`src/rtl/uart_rx.sv`:
```
`default_nettype none
// ============================================================================
// Module  : uart_rx
// Brief   : 8-bit UART receiver, mid-bit sampling, ready/valid byte output
//           with frame, parity and overrun flags. Parity checking is built
//           only when UART_RX_PARITY_EN is defined.
// Revision: 1.0 - initial release
// ============================================================================
module uart_rx #(
    parameter int CLK_DIV_WIDTH = 16
) (
    input  logic                     clk_i,
    input  logic                     arst_ni,
    input  logic [CLK_DIV_WIDTH-1:0] clk_div_i,
    input  logic                     parity_en_i,
    input  logic                     parity_odd_i,
    input  logic                     rx_i,
    output logic [7:0]               data_o,
    output logic                     valid_o,
    input  logic                     ready_i,
    output logic                     frame_err_o,
    output logic                     parity_err_o,
    output logic                     overrun_o
);

    localparam logic [CLK_DIV_WIDTH-1:0] c_MIN_DIV = CLK_DIV_WIDTH'(4);
    localparam logic [CLK_DIV_WIDTH-1:0] c_ONE     = CLK_DIV_WIDTH'(1);

    typedef enum logic [2:0] {
        S_IDLE   = 3'd0,
        S_START  = 3'd1,
        S_DATA   = 3'd2,
        S_PARITY = 3'd3,
        S_STOP   = 3'd4
    } state_t;

    state_t                   r_state;
    state_t                   w_state_nxt;
    logic                     r_sync1;
    logic                     r_sync2;
    logic                     r_rx_prev;
    logic [CLK_DIV_WIDTH-1:0] r_div;
    logic [CLK_DIV_WIDTH-1:0] r_cnt;
    logic [2:0]               r_bit;
    logic [7:0]               r_shift;
    logic                     r_par_err;
    logic [7:0]               r_data;
    logic                     r_valid;
    logic                     r_ferr;
    logic                     r_perr;
    logic                     r_ovr;

    logic                     w_rx;
    logic                     w_fall;
    logic                     w_par_en;
    logic                     w_par_calc;
    logic [CLK_DIV_WIDTH-1:0] w_target;
    logic                     w_tick;
    logic                     w_start;
    logic                     w_shift;
    logic                     w_par_smp;
    logic                     w_stop_smp;
    logic                     w_load;

`ifdef UART_RX_PARITY_EN
    assign w_par_en   = parity_en_i;
    assign w_par_calc = ((^r_shift) ^ w_rx) != parity_odd_i;
`else
    logic w_unused_par;
    assign w_unused_par = parity_en_i ^ parity_odd_i;
    assign w_par_en     = 1'b0;
    assign w_par_calc   = 1'b0;
`endif

    always_ff @(posedge clk_i or negedge arst_ni) begin
        if (!arst_ni) begin
            r_sync1   <= 1'b1;
            r_sync2   <= 1'b1;
            r_rx_prev <= 1'b1;
        end else begin
            r_sync1   <= rx_i;
            r_sync2   <= r_sync1;
            r_rx_prev <= r_sync2;
        end
    end

    assign w_rx   = r_sync2;
    assign w_fall = r_rx_prev & ~w_rx;

    // START waits half a bit so every later sample lands mid-bit.
    assign w_target = (r_state == S_START) ? (r_div >> 1) : r_div;
    assign w_tick   = (r_cnt == (w_target - c_ONE));

    always_ff @(posedge clk_i or negedge arst_ni) begin
        if (!arst_ni) begin
            r_state <= S_IDLE;
        end else begin
            r_state <= w_state_nxt;
        end
    end

    always_comb begin
        w_state_nxt = r_state;
        w_start     = 1'b0;
        w_shift     = 1'b0;
        w_par_smp   = 1'b0;
        w_stop_smp  = 1'b0;
        case (r_state)
            S_IDLE: begin
                if (w_fall) begin
                    w_start     = 1'b1;
                    w_state_nxt = S_START;
                end
            end
            S_START: begin
                if (w_tick) begin
                    w_state_nxt = w_rx ? S_IDLE : S_DATA;
                end
            end
            S_DATA: begin
                if (w_tick) begin
                    w_shift = 1'b1;
                    if (r_bit == 3'd7) begin
                        w_state_nxt = w_par_en ? S_PARITY : S_STOP;
                    end
                end
            end
            S_PARITY: begin
                if (w_tick) begin
                    w_par_smp   = 1'b1;
                    w_state_nxt = S_STOP;
                end
            end
            S_STOP: begin
                if (w_tick) begin
                    w_stop_smp  = 1'b1;
                    w_state_nxt = S_IDLE;
                end
            end
            default: begin
                w_state_nxt = S_IDLE;
            end
        endcase
    end

    always_ff @(posedge clk_i or negedge arst_ni) begin
        if (!arst_ni) begin
            r_div     <= c_MIN_DIV;
            r_cnt     <= '0;
            r_bit     <= 3'd0;
            r_shift   <= 8'h00;
            r_par_err <= 1'b0;
        end else begin
            if ((r_state == S_IDLE) || w_tick) begin
                r_cnt <= '0;
            end else begin
                r_cnt <= r_cnt + c_ONE;
            end
            // Divisor is frozen for the whole frame once the start edge is seen.
            if (w_start) begin
                r_div     <= (clk_div_i < c_MIN_DIV) ? c_MIN_DIV : clk_div_i;
                r_bit     <= 3'd0;
                r_par_err <= 1'b0;
            end else begin
                if (w_shift) begin
                    r_bit   <= r_bit + 3'd1;
                    r_shift <= {w_rx, r_shift[7:1]};
                end
                if (w_par_smp) begin
                    r_par_err <= w_par_calc;
                end
            end
        end
    end

    // A finished frame is dropped only while an unaccepted byte is held.
    assign w_load = w_stop_smp & (~r_valid | ready_i);

    always_ff @(posedge clk_i or negedge arst_ni) begin
        if (!arst_ni) begin
            r_data  <= 8'h00;
            r_valid <= 1'b0;
            r_ferr  <= 1'b0;
            r_perr  <= 1'b0;
            r_ovr   <= 1'b0;
        end else begin
            r_ovr <= w_stop_smp & r_valid & ~ready_i;
            if (w_load) begin
                r_data  <= r_shift;
                r_ferr  <= ~w_rx;
                r_perr  <= r_par_err;
                r_valid <= 1'b1;
            end else if (r_valid && ready_i) begin
                r_valid <= 1'b0;
            end
        end
    end

    assign data_o       = r_data;
    assign valid_o      = r_valid;
    assign frame_err_o  = r_ferr;
    assign parity_err_o = r_perr;
    assign overrun_o    = r_ovr;

endmodule
`default_nettype wire

```
`config.mk`:
```
export PLATFORM = sky130hd
export DESIGN_NAME = uart_rx
export DESIGN_NICKNAME = d
export VERILOG_FILES = /design/src/rtl/uart_rx.sv
export SDC_FILE = /design/constraint.sdc
export NUM_CORES = 1
export LEC_CHECK = 0
export CAP_MARGIN = 0
export CORE_ASPECT_RATIO = 0.5
export CORE_MARGIN = 10
export CORE_UTILIZATION = 50
export CTS_CLUSTER_SIZE = 25
export DETAILED_ROUTE_END_ITERATION = 6
export HOLD_SLACK_MARGIN = 0.05
export PLACE_DENSITY = 0.82
export SLEW_MARGIN = 40
export SYNTH_ARGS = -nofsm -noshare
export SYNTH_HDL_FRONTEND = slang
export SYNTH_SLANG_ARGS = --single-unit
```
`constraint.sdc`:
```
create_clock -name clk_i -period 7.85 [get_ports clk_i]
set_input_delay 1.57 -clock clk_i [delete_from_list [all_inputs] [get_ports clk_i]]
set_output_delay 1.57 -clock clk_i [all_outputs]
set_load 0.02 [all_outputs]
```
### Word-level counts from Yosys, hierarchy flattened

Cells that the tools add are included.

| storage, ports and cells | value |
|---|---|
| flip-flop bits (word level) | 62 |
| input bits | 22 |
| output and inout port bits | 12 |
| word-level logic and storage cells | 70 |

| cells by class | value |
|---|---|
| $add $sub $neg | 3 |
| magnitude comparators | 1 |
| eq/ne operators | 12 |
| mux-type cells | 23 |
| bitwise logic cells | 9 |
| reduce and logical (&&, ||, !) cells | 8 |

Operators by type and width:

| operator | count |
|---|---|
| 16-bit two-way mux | 3 |
| 3-bit two-way mux | 8 |
| 16-bit by 1-bit adder with 16-bit output, second input constant | 1 |
| 16-bit == test | 1 |
| 16-bit by 3-bit less-than comparator with 1-bit output, second input constant | 1 |
| 16-bit by 1-bit subtractor with 16-bit output, second input constant | 1 |
| 3-bit one-hot mux with 5 select lines | 1 |
| 2-bit != test, second input constant | 6 |
| 1-bit two-way mux | 10 |
| 3-bit by 2-bit == test with 1-bit output, second input constant | 2 |
| 3-bit == test, second input constant | 2 |
| 6-bit AND reduction | 1 |
| 2-bit nonzero test | 3 |
| 1-bit AND | 4 |
| 1-bit NOT | 4 |
| 3-bit by 1-bit adder with 3-bit output, second input constant | 1 |
| 3-bit by 1-bit == test with 1-bit output, second input constant | 1 |
| 3-bit zero test | 1 |
| 2-bit two-way mux | 1 |
| 2-bit AND reduction | 1 |
| 1-bit logical AND | 1 |
| 1-bit logical OR | 1 |
| 1-bit bitwise OR | 1 |

### Depth between registers and ports, before layout

Gate-level depths: netlist of run 1.

| logic depth | value |
|---|---|
| word-level depth | 8 |
| mapped depth | 15 |
| depth with buffers taken out | 11 |

### Worst setup path after synthesis of run 1

OpenSTA, ideal clock, no wires.

| timing | value |
|---|---|
| kind | register to register |
| start point | reg r_state[1] |
| end point | reg r_data[0], in the netlist data_o[0] |
| arrival time | 4317 ps |
| data required time | 7725 ps |
| path slack | 3408 ps |
| stages on the path, launching flop included | 15 |
| buffers on the path | 3 |
| path through | dfrtp_1 buf_2 nor3b_4 buf_6 buf_2 mux2i_1 ha_1 or4b_4 o21ai_0 mux2i_4 o2111ai_4 a2111oi_4 nand4b_4 nor4b_4 mux2_4 |

| on the way | value |
|---|---|
| longest elaborated chain between the ends | 7 |
| elaborated cells between the ends (all ways) | 8 |
| those cells by class | add/sub: 1; eq/ne: 3; mux: 3; bitwise: 1 |

Ends and longest elaborated chain:

| element | line | text |
|---|---|---|
| start, declared | 37 | `state_t r_state;` |
| start signal, assigned | 98 | `r_state <= w_state_nxt;` |
| 3-bit by 1-bit == test with 1-bit output | 91 | `assign w_target = (r_state == S_START) ? (r_div >> 1) : r_div;` |
| 16-bit two-way mux | 91 |  |
| 16-bit by 1-bit subtractor with 16-bit output | 92 | `assign w_tick = (r_cnt == (w_target - c_ONE));` |
| 16-bit == test | 92 |  |
| 1-bit two-way mux | 135 | `if (w_tick) begin` |
| 1-bit two-way mux (*) | 108 | `case (r_state)` |
| 1-bit AND (*) | 177 | `assign w_load = w_stop_smp & (~r_valid \| ready_i);` |
| end signal, assigned | 189 | `r_data <= r_shift;` |
| end, declared | 47 | `logic [7:0] r_data;` |

Every way passes the cells marked *; elsewhere a longest branch is shown, timed or not.
A chain may end at the register's enable or synchronous reset.

### Worst setup path after layout of run 1

| timing | value |
|---|---|
| start point | reg r_state[0] |
| end point | reg r_data[0], in the netlist data_o[0] |

Same word-level chain as after synthesis.

==> results of run 1 <==
## how the worst max path moves through the flow
stage	from	to	depth (start not counted)
5_1_grt	r_state[0]$_DFFE_PN0P_	data_o[0]$_DFFE_PN0P_	13
4_1_cts	r_state[0]$_DFFE_PN0P_	data_o[0]$_DFFE_PN0P_	12
2_1_floorplan	r_state[1]$_DFFE_PN0P_	data_o[0]$_DFFE_PN0P_	14
6_report	r_state[0]$_DFFE_PN0P_	data_o[0]$_DFFE_PN0P_	13
3_5_place_dp	r_state[0]$_DFFE_PN0P_	data_o[1]$_DFFE_PN0P_	12
3_3_place_gp	r_state[0]$_DFFE_PN0P_	data_o[2]$_DFFE_PN0P_	12
## critical path, cell delays in order (launching register included)
cell	delay [ns]
dfrtp_1	0.55
nor3b_4	0.24
buf_4	0.38
mux2i_1	0.33
ha_1	0.29
or4b_4	0.53
o21ai_0	0.36
mux2i_4	0.33
o2111ai_4	0.18
a2111oi_4	0.29
nand4b_4	0.19
nor4b_4	0.54
buf_4	0.26
mux2_4	0.31
## where the power goes
group          switching [mW]  internal (mW)
registers               0.139          0.361
logic                   0.252          0.222
clock network           0.143          0.245
## sequential cells by signal, indices dropped and copies added, names as in the netlist
| register | count |
|---|---|
| r_sync1 | 1 |
| r_rx_prev | 1 |
| r_bit | 3 |
| r_sync2 | 1 |
| r_cnt | 16 |
| r_state | 3 |
| frame_err_o | 1 |
| valid_o | 1 |
| r_div | 16 |
| r_shift | 8 |
| data_o | 8 |
| overrun_o | 1 |
## per-layer routing
layer	global-route usage	share of wire	vias to the layer above
met4	0.0435	0.0060	0
met1	0.199	0.47	1534
li1	-	-	1459
met5	0	0	-
met3	0.0543	0.067	6
met2	0.242	0.46	104
## logic make-up after synthesis
kind of cell | count (synthesis) | synth area share
and+or+nand+nor | 139 | 0.213
AOI/OAI and AO/OA | 71 | 0.139
adders and majority gates | 4 | 0.0128
other | 1 | 0.000961
buffers and inverters | 39 | 0.0445
xor gates and xnor gates | 30 | 0.0673
muxes | 45 | 0.136
DFF | 60 | 0.386
## synthesized netlist by cell type (4+ instances only)
library cell  instances  area, sq um
nor4b_1               4         35.0
mux2i_1              13          130
nor2b_1               5         31.3
dfstp_2               4          105
a21oi_1              15         75.1
o211ai_1              4         30.0
nor2_1               34          128
mux2_2               23          259
xor2_1               16          140
buf_2                10         50.1
nand2_1              21         78.8
and3_1                7         43.8
xnor2_1              14          123
o21ai_0              12         60.1
dfrtp_1              56         1400
clkbuf_1             16         60.1
inv_1                 9         33.8
nand2b_1              5         31.3
or4_1                 4         30.0
nor4_1                6         37.5
nand3_1              12         60.1
nand4_1               4         25.0
ha_1                  4         50.1
mux2_4                8          120
nor3_1               10         50.1
## area by class of cell
class | count | area (sq um)
inverters | 9 | 33.8
clock buffers | 10 | 229
repair buffers | 34 | 325
well taps | 108 | 135
clock inverters | 6 | 66.3
flip-flops and latches | 60 | 1510
multi-input cells | 290 | 2230
fillers | 598 | 2940
## through the flow
step	hold WS (ns)	worst slack, ns	area (sq um)	std cells
floorplan	0.345	3.41	3900	389
global placement	0.346	3.03	4210	499
detailed placement	0.349	2.86	4220	500
CTS	0.357	2.87	4520	516
global route	0.362	2.63	4520	517
finish	0.360	2.93	4520	517
## cell usage in the layout, fill, tap and decap left out, types with 4 or more instances in the layout
cell / count
a21oi_1: 15
and3_1: 7
buf_4: 4
clkbuf_16: 9
clkdlybuf4s50_1: 29
dfrtp_1: 56
dfstp_2: 4
ha_1: 4
inv_1: 9
mux2_2: 23
mux2_4: 8
mux2i_1: 13
nand2_1: 21
nand2b_1: 5
nand3_1: 12
nand4_1: 4
nor2_1: 34
nor2b_1: 5
nor3_1: 10
nor4_1: 6
nor4b_1: 4
o211ai_1: 4
o21ai_0: 12
or4_1: 4
xnor2_1: 14
xor2_1: 16
==> key figures, run 1 <==
Clock tree
  – Worst-path clk slew: 0.05 ns
  – Resized cells post-CTS: 0
  – Post-CTS setup repair buffer count: 0
  – H-Tree Depth: 3
  – Max clock buf depth: 2
  – Worst-Skew Late Latency: roughly 0.34 ns
  – TritonCTS clock tree: yes
  – Clk Tree Root Cell: clkbuf_16
  – CTS buffer count: 9
  – # hold bufs at CTS: 0
  – CTS sink cnt: 60

Die
  – Die H: around 82 microns
  – Initial core utilization: 0.523
  – Die ar.: between 10000 and 15000 sq um
  – Core Region: ~7500 sq um
  – Rows: 22
  – # IOs: 34
  – Die X: approximately 140 microns

Setup path
  – Crit path capture type: flip-flop
  – Worst reg2reg endpoint: data_o[0]$_DFFE_PN0P_
  – Setup slack, reg-to-reg: about 2.9 ns
  – Start of the worst register-to-register path: r_state[0]$_DFFE_PN0P_
  – Crit path kind: flip-flop to flip-flop
  – Crit path required time: 8.07 ns
  – Reg2reg path depth: 13
  – Crit path max fanout: 34
  – Setup crit start kind: flip-flop
  – Worst EP arrival: a little over 5 ns

Power and ir drop
  – Max VDD drop: approximately 0.18 mV
  – Power Total: 1.36 mW
  – Pleak: between 1.5 and 2 nW
  – Cell area power density: around 300 nW/um^2

Finish
  – Fin nets: 430
  – P&R area growth vs syn: 15.9%
  – Share of cells above drive strength 1: 0.178
  – Final core occ: 0.606
  – Antenna diodes: 0

Place
  – GPL Wtd Cong: roughly 0.94
  – Post-DP HPWL: 6260 microns
  – Number of port buffers: 30

Outcome
  – Status: finished clean

Run
  – Max cap viols: 0

Synth
  – Gate Count Post-Synth: 389
  – Post-synth top flop: dfrtp_1
  – Post-synth EDFFs: 0
  – Cell Area, Synth: between 3000 and 4000 sq um
  – Synth async-reset ratio: 1.00
  – Post-Synthesis Net Count: 415
  – Syn avg cell area: approximately 10 sq um
  – Synth warn: 0
  – Yosys cell types: 73
  – Sequential fraction of the synthesis area: 0.386
  – Post-synthesis sequential element count: 60

STA
  – Final-report hold violation count: 0
  – RSZ-0062 raised after global routing: false
  – Worst-Margin Slew: around 0.77 ns
  – Fmax: ~200 MHz
  – Fin crit period: between 4 and 5 ns
  – Setup Viol. Count Final: 0
  – Worst-case clock skew: about 0.0088 ns
  – Slew margin rel.: 0.489
  – Crit share post-route: 0.627
  – Slew Viols, Final: 0
  – Setup TNS: 0 ns

Detailed routing
  – Drt total wl: ~9000 microns
  – Via Count: just over 3000
  – 1st-pass router iterations: 5
  – Initial drt markers: ~240
  – DR WL/cell: approximately 17 microns
  – Antenna viol nets, final: 0
  – DRC: 0
  – Avg Vias per Cell: around 6.0

Global route
  – Largest net degree at the start of global routing: about 60
  – Initial antenna violation count: 0
  – All-Layer GR Usage: 0.154
  – Vias in the first global route: 2941
  – Gr ovfl total: 0
  – First-pass GRT wire length: between 10000 and 15000 microns

Worst hold path
  – Hold Startpoint: r_sync1$_DFF_PN1_
  – Tightest Hold Check Type: flip-flop to flip-flop
  – Hold path depth: 0
  – Hold endpoint: r_sync2$_DFF_PN1_
No activity file was read; power rests on OpenSTA's default activity.
==> run 2, diff against run 1 <==
--- a/config.mk
+++ b/config.mk
@@ -12,7 +12,7 @@
 export CTS_CLUSTER_SIZE = 25
 export DETAILED_ROUTE_END_ITERATION = 6
 export HOLD_SLACK_MARGIN = 0.05
-export PLACE_DENSITY = 0.82
+export PLACE_DENSITY = 0.84
 export SLEW_MARGIN = 40
 export SYNTH_ARGS = -nofsm -noshare
 export SYNTH_HDL_FRONTEND = slang
==> constraint.sdc (replaced) <==
create_clock -name clk_i -period 4 [get_ports clk_i]
set_input_delay 0.8 -clock clk_i [delete_from_list [all_inputs] [get_ports clk_i]]
set_output_delay 0.8 -clock clk_i [all_outputs]
set_load 0.02 [all_outputs]
==> run 2 against run 1 <==
  * Critical path depth stayed put
  * Combinational power is 130% higher
  * Clock power is 110% higher
  * Register-to-register slack worse by 2.8 ns
  * Largest cell class unchanged
==> key figures, run 2 (synthesized netlist as in run 1, its figures left out) <==
Outcome
  – Status: finished clean

Setup path
  – Worst EP arrival: 4.07 ns
  – Crit path required time: approximately 4.2 ns
  – Start of the worst register-to-register path: r_state[2]$_DFFE_PN0P_
  – Crit path capture type: flip-flop
  – Reg2reg path depth: 13
  – Crit-path max cell delay: ~0.52 ns
  – Worst reg2reg endpoint: data_o[2]$_DFFE_PN0P_
  – CP bufs+invs: 2
  – CP max stage cell: or4b_4
  – Crit path kind: flip-flop to flip-flop
  – CP delay by family, top: simple AND/OR/NAND/NOR gates
  – Crit path max fanout: 9
  – Cells along the critical path: nor3b_4, buf_4, mux2i_1, ha_2, or4b_4, or2_4, a311o_1, o21ai_2, nand4_1, nand4b_4, nor4b_4, buf_12, mux2_4
  – Setup crit start kind: flip-flop
  – Setup slack, reg-to-reg: about 0.15 ns

Place
  – GPL Wtd Cong: 0.925
  – Inst Count DP: ~500
  – Post-DP Area: between 4000 and 5000 sq um
  – Number of port buffers: 30
  – Post-DP HPWL: about 6700 microns

Clock tree
  – CTS buffer count: 9
  – # hold bufs at CTS: 0
  – H-Tree Depth: 3
  – Clk Tree Root Cell: clkbuf_16
  – Worst-path clk slew: 0.05 ns
  – TritonCTS clock tree: yes
  – Worst-Skew Late Latency: 0.34 ns
  – Max clock buf depth: 2
  – CTS sink cnt: 60

Die
  – Core Region: roughly 7500 sq um
  – Die H: just over 80 microns
  – Rows: 22
  – Die ar.: roughly 12000 sq um
  – Initial core utilization: 0.523
  – Die X: between 100 and 150 microns
  – # IOs: 34

Run
  – Max cap viols: 0

Global route
  – Largest net degree at the start of global routing: 34
  – Initial antenna violation count: 0
  – First-pass GRT wire length: roughly 15000 microns
  – Vias in the first global route: just over 3000
  – Gr ovfl total: 0
  – All-Layer GR Usage: 0.161

STA
  – Crit share post-route: 0.963
  – Fmax: 260 MHz
  – Slew Viols, Final: 0
  – Final-report hold violation count: 0
  – Fin crit period: between 3 and 4 ns
  – Setup Viol. Count Final: 0
  – Worst-Margin Slew: 0.735 ns
  – Slew margin rel.: 0.510
  – RSZ-0062 raised after global routing: false
  – Worst-case clock skew: ~0.007 ns

Finish
  – Antenna diodes: 0
  – Final Cell Area: roughly 4700 sq um
  – # fillers: approximately 580
  – Fin nets: approximately 450
  – Share of cells above drive strength 1: 0.225
  – Top flop regs: r_cnt (16), r_div (16)
  – P&R area growth vs syn: 20.8%
  – Most frequent cells in the layout: dfrtp_1, nor2_1, clkdlybuf4s50_1
  – Sequential cell area: 1510 sq um
  – Area occupied by multi-input gates: 2250 sq um
  – Commonest non-fill, non-tap cell in the layout: dfrtp_1
  – Post-Layout Cell Count: approximately 540

Worst hold path
  – Tightest Hold Check Type: flip-flop to flip-flop
  – Hold path depth: 0
  – Hold Startpoint: r_sync1$_DFF_PN1_
  – Hold endpoint: r_sync2$_DFF_PN1_

Detailed routing
  – Drt total wl: 9320 microns
  – Initial drt markers: 346
  – Avg Vias per Cell: just under 6
  – DR WL/cell: 17.4 microns
  – DRC: 0
  – Via Count: between 3000 and 4000
  – Antenna viol nets, final: 0
  – 1st-pass router iterations: 5

Power and ir drop
  – Max VDD drop: around 0.31 mV
  – Cell area power density: 600 nW/um^2
  – Internal: about 1.7 mW
  – Logic pwr share: 0.378
  – Pleak: ~2.0 nW
  – Clk pwr share: 0.292
  – Sequential power share: 0.330
  – Psw: 1.08 mW
  – Power Total: around 2.8 mW
  – Sw frac: 0.382
run 2: cell types whose count changed in the layout (fill, tap and decap cells not counted), sizes merged:
| cell | previous run | this run |
|---|---|---|
| buf | 5 | 23 |
| bufinv | 1 | 2 |
| clkinvlp | 3 | 2 |
run 2: how the worst max path moves through the flow:
| stage | start | endpoint | slack (ns) | cells past startpoint |
|---|---|---|---|---|
| 3_3_place_gp | r_state[2]$_DFFE_PN0P_ | data_o[2]$_DFFE_PN0P_ | 0.06 | 12 |
| 5_1_grt | r_state[2]$_DFFE_PN0P_ | data_o[7]$_DFFE_PN0P_ | 0.005 | 13 |
| 4_1_cts | r_state[1]$_DFFE_PN0P_ | data_o[7]$_DFFE_PN0P_ | 0.02 | 12 |
| 6_report | r_state[2]$_DFFE_PN0P_ | data_o[2]$_DFFE_PN0P_ | 0.15 | 13 |
| 2_1_floorplan | r_state[2]$_DFFE_PN0P_ | data_o[0]$_DFFE_PN0P_ | -0.21 | 14 |
| 3_5_place_dp | r_state[2]$_DFFE_PN0P_ | data_o[4]$_DFFE_PN0P_ | -0.0001 | 12 |
run 2: area by class of cell:
cell class	instances	area share
repair buffers	52	0.100
inverters	9	0.00717
clock buffers	10	0.0486
clock inverters	6	0.0188
well taps	108	0.0287
multi-input cells	290	0.477
flip-flops and latches	60	0.320
run 2: metal layers:
| layer | GRT usage | routed length, microns | vias up |
|---|---|---|---|
| li1 | - | - | 1489 |
| met5 | 0 | 0 | - |
| met1 | 0.206 | 4190 | 1578 |
| met4 | 0.0526 | 123 | 0 |
| met3 | 0.0591 | 675 | 15 |
| met2 | 0.251 | 4330 | 111 |
run 2: stage by stage:
stage          setup TNS, ns  utilization  hold WS, ns  setup slack, ns
6_report                   0        0.632        0.356            0.149
5_1_grt                    0        0.632        0.363          0.00512
4_1_cts                    0        0.627        0.358           0.0178
3_5_place_dp       -0.000124        0.583        0.350        -0.000124
3_3_place_gp               0        0.582        0.347           0.0621
2_1_floorplan          -1.77            -        0.345           -0.213
run 2: power by group through the flow:
stage	Clock, mW	Sequential, mW	Combinational [mW]
2_1_floorplan	0	0.802	0.892
3_5_place_dp	0	0.932	1.02
5_1_grt	0.868	0.954	1.17
3_3_place_gp	0	0.928	0.990
4_1_cts	0.839	0.925	1.04
6_report	0.826	0.932	1.07
run 2: repair_timing:
action                     CTS  global route
setup endpoints to repair    8            18
pin swaps                    1             4
resized for setup            1             3
setup buffers                1             3
==> run 3, diff against run 2 <==
--- a/config.mk
+++ b/config.mk
@@ -8,11 +8,11 @@
 export CAP_MARGIN = 0
 export CORE_ASPECT_RATIO = 0.5
 export CORE_MARGIN = 10
-export CORE_UTILIZATION = 50
+export CORE_UTILIZATION = 53
 export CTS_CLUSTER_SIZE = 25
 export DETAILED_ROUTE_END_ITERATION = 6
 export HOLD_SLACK_MARGIN = 0.05
-export PLACE_DENSITY = 0.84
+export PLACE_DENSITY = 0.88
 export SLEW_MARGIN = 40
 export SYNTH_ARGS = -nofsm -noshare
 export SYNTH_HDL_FRONTEND = slang
==> run 3 against run 2 <==
  * Cell area fell by 1.5%
  * Clock-buffer cell count shrank 1
  * Sequential power increased by 1%
  * Wire length rose by 1.5%
  * Power down 2.8%
  * Non-clock buffer count shrank 3
  * Clock power is 7.0% lower
  * Hold slack improved by 0.00079 ns
  * Cell count fell by 3.6%
  * Register-to-register slack got worse by 0.04 ns
  * First-iteration DRC count is 4.9% lower
  * Die area is 4.6% lower
  * Largest cell class unchanged
==> key figures, run 3 (synthesized netlist as in run 1, its figures left out) <==
Clock tree
  – CTS buffer count: 9
  – Max clock buf depth: 2
  – Clk Tree Root Cell: clkbuf_16
  – # hold bufs at CTS: 0
  – CTS sink cnt: 60
  – Worst-path clk slew: 0.06 ns
  – Worst-Skew Late Latency: approximately 0.34 ns
  – H-Tree Depth: 3
  – TritonCTS clock tree: yes

Detailed routing
  – Via Count: about 3200
  – 1st-pass router iterations: 5
  – Antenna viol nets, final: 0
  – DR WL/cell: 18.3 microns
  – Avg Vias per Cell: 6.27
  – DRC: 0
  – Initial drt markers: approximately 330
  – Drt total wl: 9460 microns

Finish
  – Post-Layout Cell Count: 516
  – Top flop regs: r_cnt (16), r_div (16)
  – Antenna diodes: 0
  – Most frequent cells in the layout: dfrtp_1, nor2_1, clkdlybuf4s50_1
  – Final core occ: 0.672
  – Commonest non-fill, non-tap cell in the layout: dfrtp_1
  – Fin nets: 445
  – Share of cells above drive strength 1: 0.217
  – P&R area growth vs syn: 19.0%

Global route
  – First-pass GRT wire length: ~15000 microns
  – Gr ovfl total: 0
  – Initial antenna violation count: 0
  – Vias in the first global route: between 3000 and 4000
  – All-Layer GR Usage: 0.166
  – Largest net degree at the start of global routing: 36

STA
  – Slew margin rel.: 0.593
  – Worst-case clock skew: a little under 0.01 ns
  – Fmax: around 260 MHz
  – Final-report hold violation count: 0
  – Fin crit period: 3.90 ns
  – Crit share post-route: 0.974
  – Final worst setup slack: roughly 0.10 ns
  – RSZ-0062 raised after global routing: true
  – Setup TNS: 0 ns
  – Worst-Margin Slew: roughly 0.60 ns
  – Slew Viols, Final: 0
  – Setup Viol. Count Final: 0

Place
  – Inst Count DP: slightly below 500
  – Post-DP HPWL: slightly below 7000 microns
  – Number of port buffers: 30
  – Dpl ws: ~0.025 ns
  – GPL Wtd Cong: a little under 1

Power and ir drop
  – Cell area power density: 591 nW/um^2
  – Pleak: 2.01 nW
  – Max VDD drop: around 0.35 mV

Worst hold path
  – Tightest Hold Check Type: flip-flop to flip-flop

Setup path
  – Start of the worst register-to-register path: r_state[1]$_DFFE_PN0P_
  – Setup crit start kind: flip-flop
  – Crit path max fanout: 9
  – Setup slack, reg-to-reg: 0.10 ns
  – Crit path required time: 4.22 ns
  – Crit path kind: flip-flop to flip-flop
  – Reg2reg path depth: 12
  – Worst EP arrival: 4.11 ns
  – Worst reg2reg endpoint: data_o[2]$_DFFE_PN0P_
  – Crit path from: r_state[1]$_DFFE_PN0P_
  – CP Capture Point: data_o[2]$_DFFE_PN0P_
  – Crit path capture type: flip-flop

Die
  – Rows: 21
  – Core Region: between 6000 and 7000 sq um
  – Die ar.: approximately 11000 sq um
  – # IOs: 34
  – Initial core utilization: 0.565
  – Die H: about 81 microns
  – Die X: ~140 microns

Outcome
  – Status: finished clean

Run
  – Max cap viols: 0
==> run 3: worst min path at each step <==
stage | slack [ns] | to | cells past startpoint | startpoint
floorplan | 0.35 | r_sync2$_DFF_PN1_ | 0 | r_sync1$_DFF_PN1_
global placement | 0.35 | r_sync2$_DFF_PN1_ | 0 | r_sync1$_DFF_PN1_
detailed placement | 0.35 | r_sync2$_DFF_PN1_ | 0 | r_sync1$_DFF_PN1_
CTS | 0.36 | r_sync2$_DFF_PN1_ | 0 | r_sync1$_DFF_PN1_
global route | 0.37 | r_sync2$_DFF_PN1_ | 0 | r_sync1$_DFF_PN1_
finish | 0.36 | r_sync2$_DFF_PN1_ | 0 | r_sync1$_DFF_PN1_
==> run 3: cell type report <==
class / count / area, sq um
Fill cell: 493 / 2260
Multi-Input combinational cell: 290 / 2240
Sequential cell: 60 / 1510
Timing Repair Buffer: 49 / 453
Clock buffer: 9 / 225
Tap cell: 92 / 115
Clock inverter: 7 / 75.1
Inverter: 9 / 33.8
==> run 3: where the power goes <==
| group | internal, mW | switching (mW) | total [mW] |
|---|---|---|---|
| combinational | 0.483 | 0.554 | 1.04 |
| sequential | 0.709 | 0.233 | 0.942 |
| clock | 0.483 | 0.286 | 0.768 |
==> run 3: routing by layer <==
layer	part of all wire	global-route usage	vias up	wire, microns
li1	-	-	1490	-
met1	0.43	0.210	1574	4090
met2	0.48	0.267	151	4530
met3	0.073	0.0458	20	689
met4	0.016	0.0629	0	155
met5	0	0	-	0
==> run 3: critical path: stages (launching register included) <==
cell and delay, ns:
dfrtp_1 0.41, nor3b_4 0.33, mux2i_2 0.30, ha_2 0.24, or4b_4 0.51, o311a_1 0.35
mux2i_4 0.19, o2111ai_4 0.18, a2111oi_4 0.27, nand4b_4 0.18, nor4b_4 0.34, buf_12 0.18
mux2_4 0.30
==> run 3: per-stage QoR <==
| step | hold WS [ns] | instance area, sq um | power (mW) |
|---|---|---|---|
| 2_1_floorplan | 0.345 | 3930 | 1.69 |
| 3_3_place_gp | 0.346 | 4310 | 1.90 |
| 3_5_place_dp | 0.347 | 4310 | 1.93 |
| 4_1_cts | 0.360 | 4610 | 2.71 |
| 5_1_grt | 0.365 | 4650 | 2.89 |
| 6_report | 0.357 | 4650 | 2.75 |
==> run 3: repair_timing <==
item / CTS / global route
endpoints found under the setup margin: 0 / 19
gates resized for setup: 0 / 2
setup buffers: 0 / 3
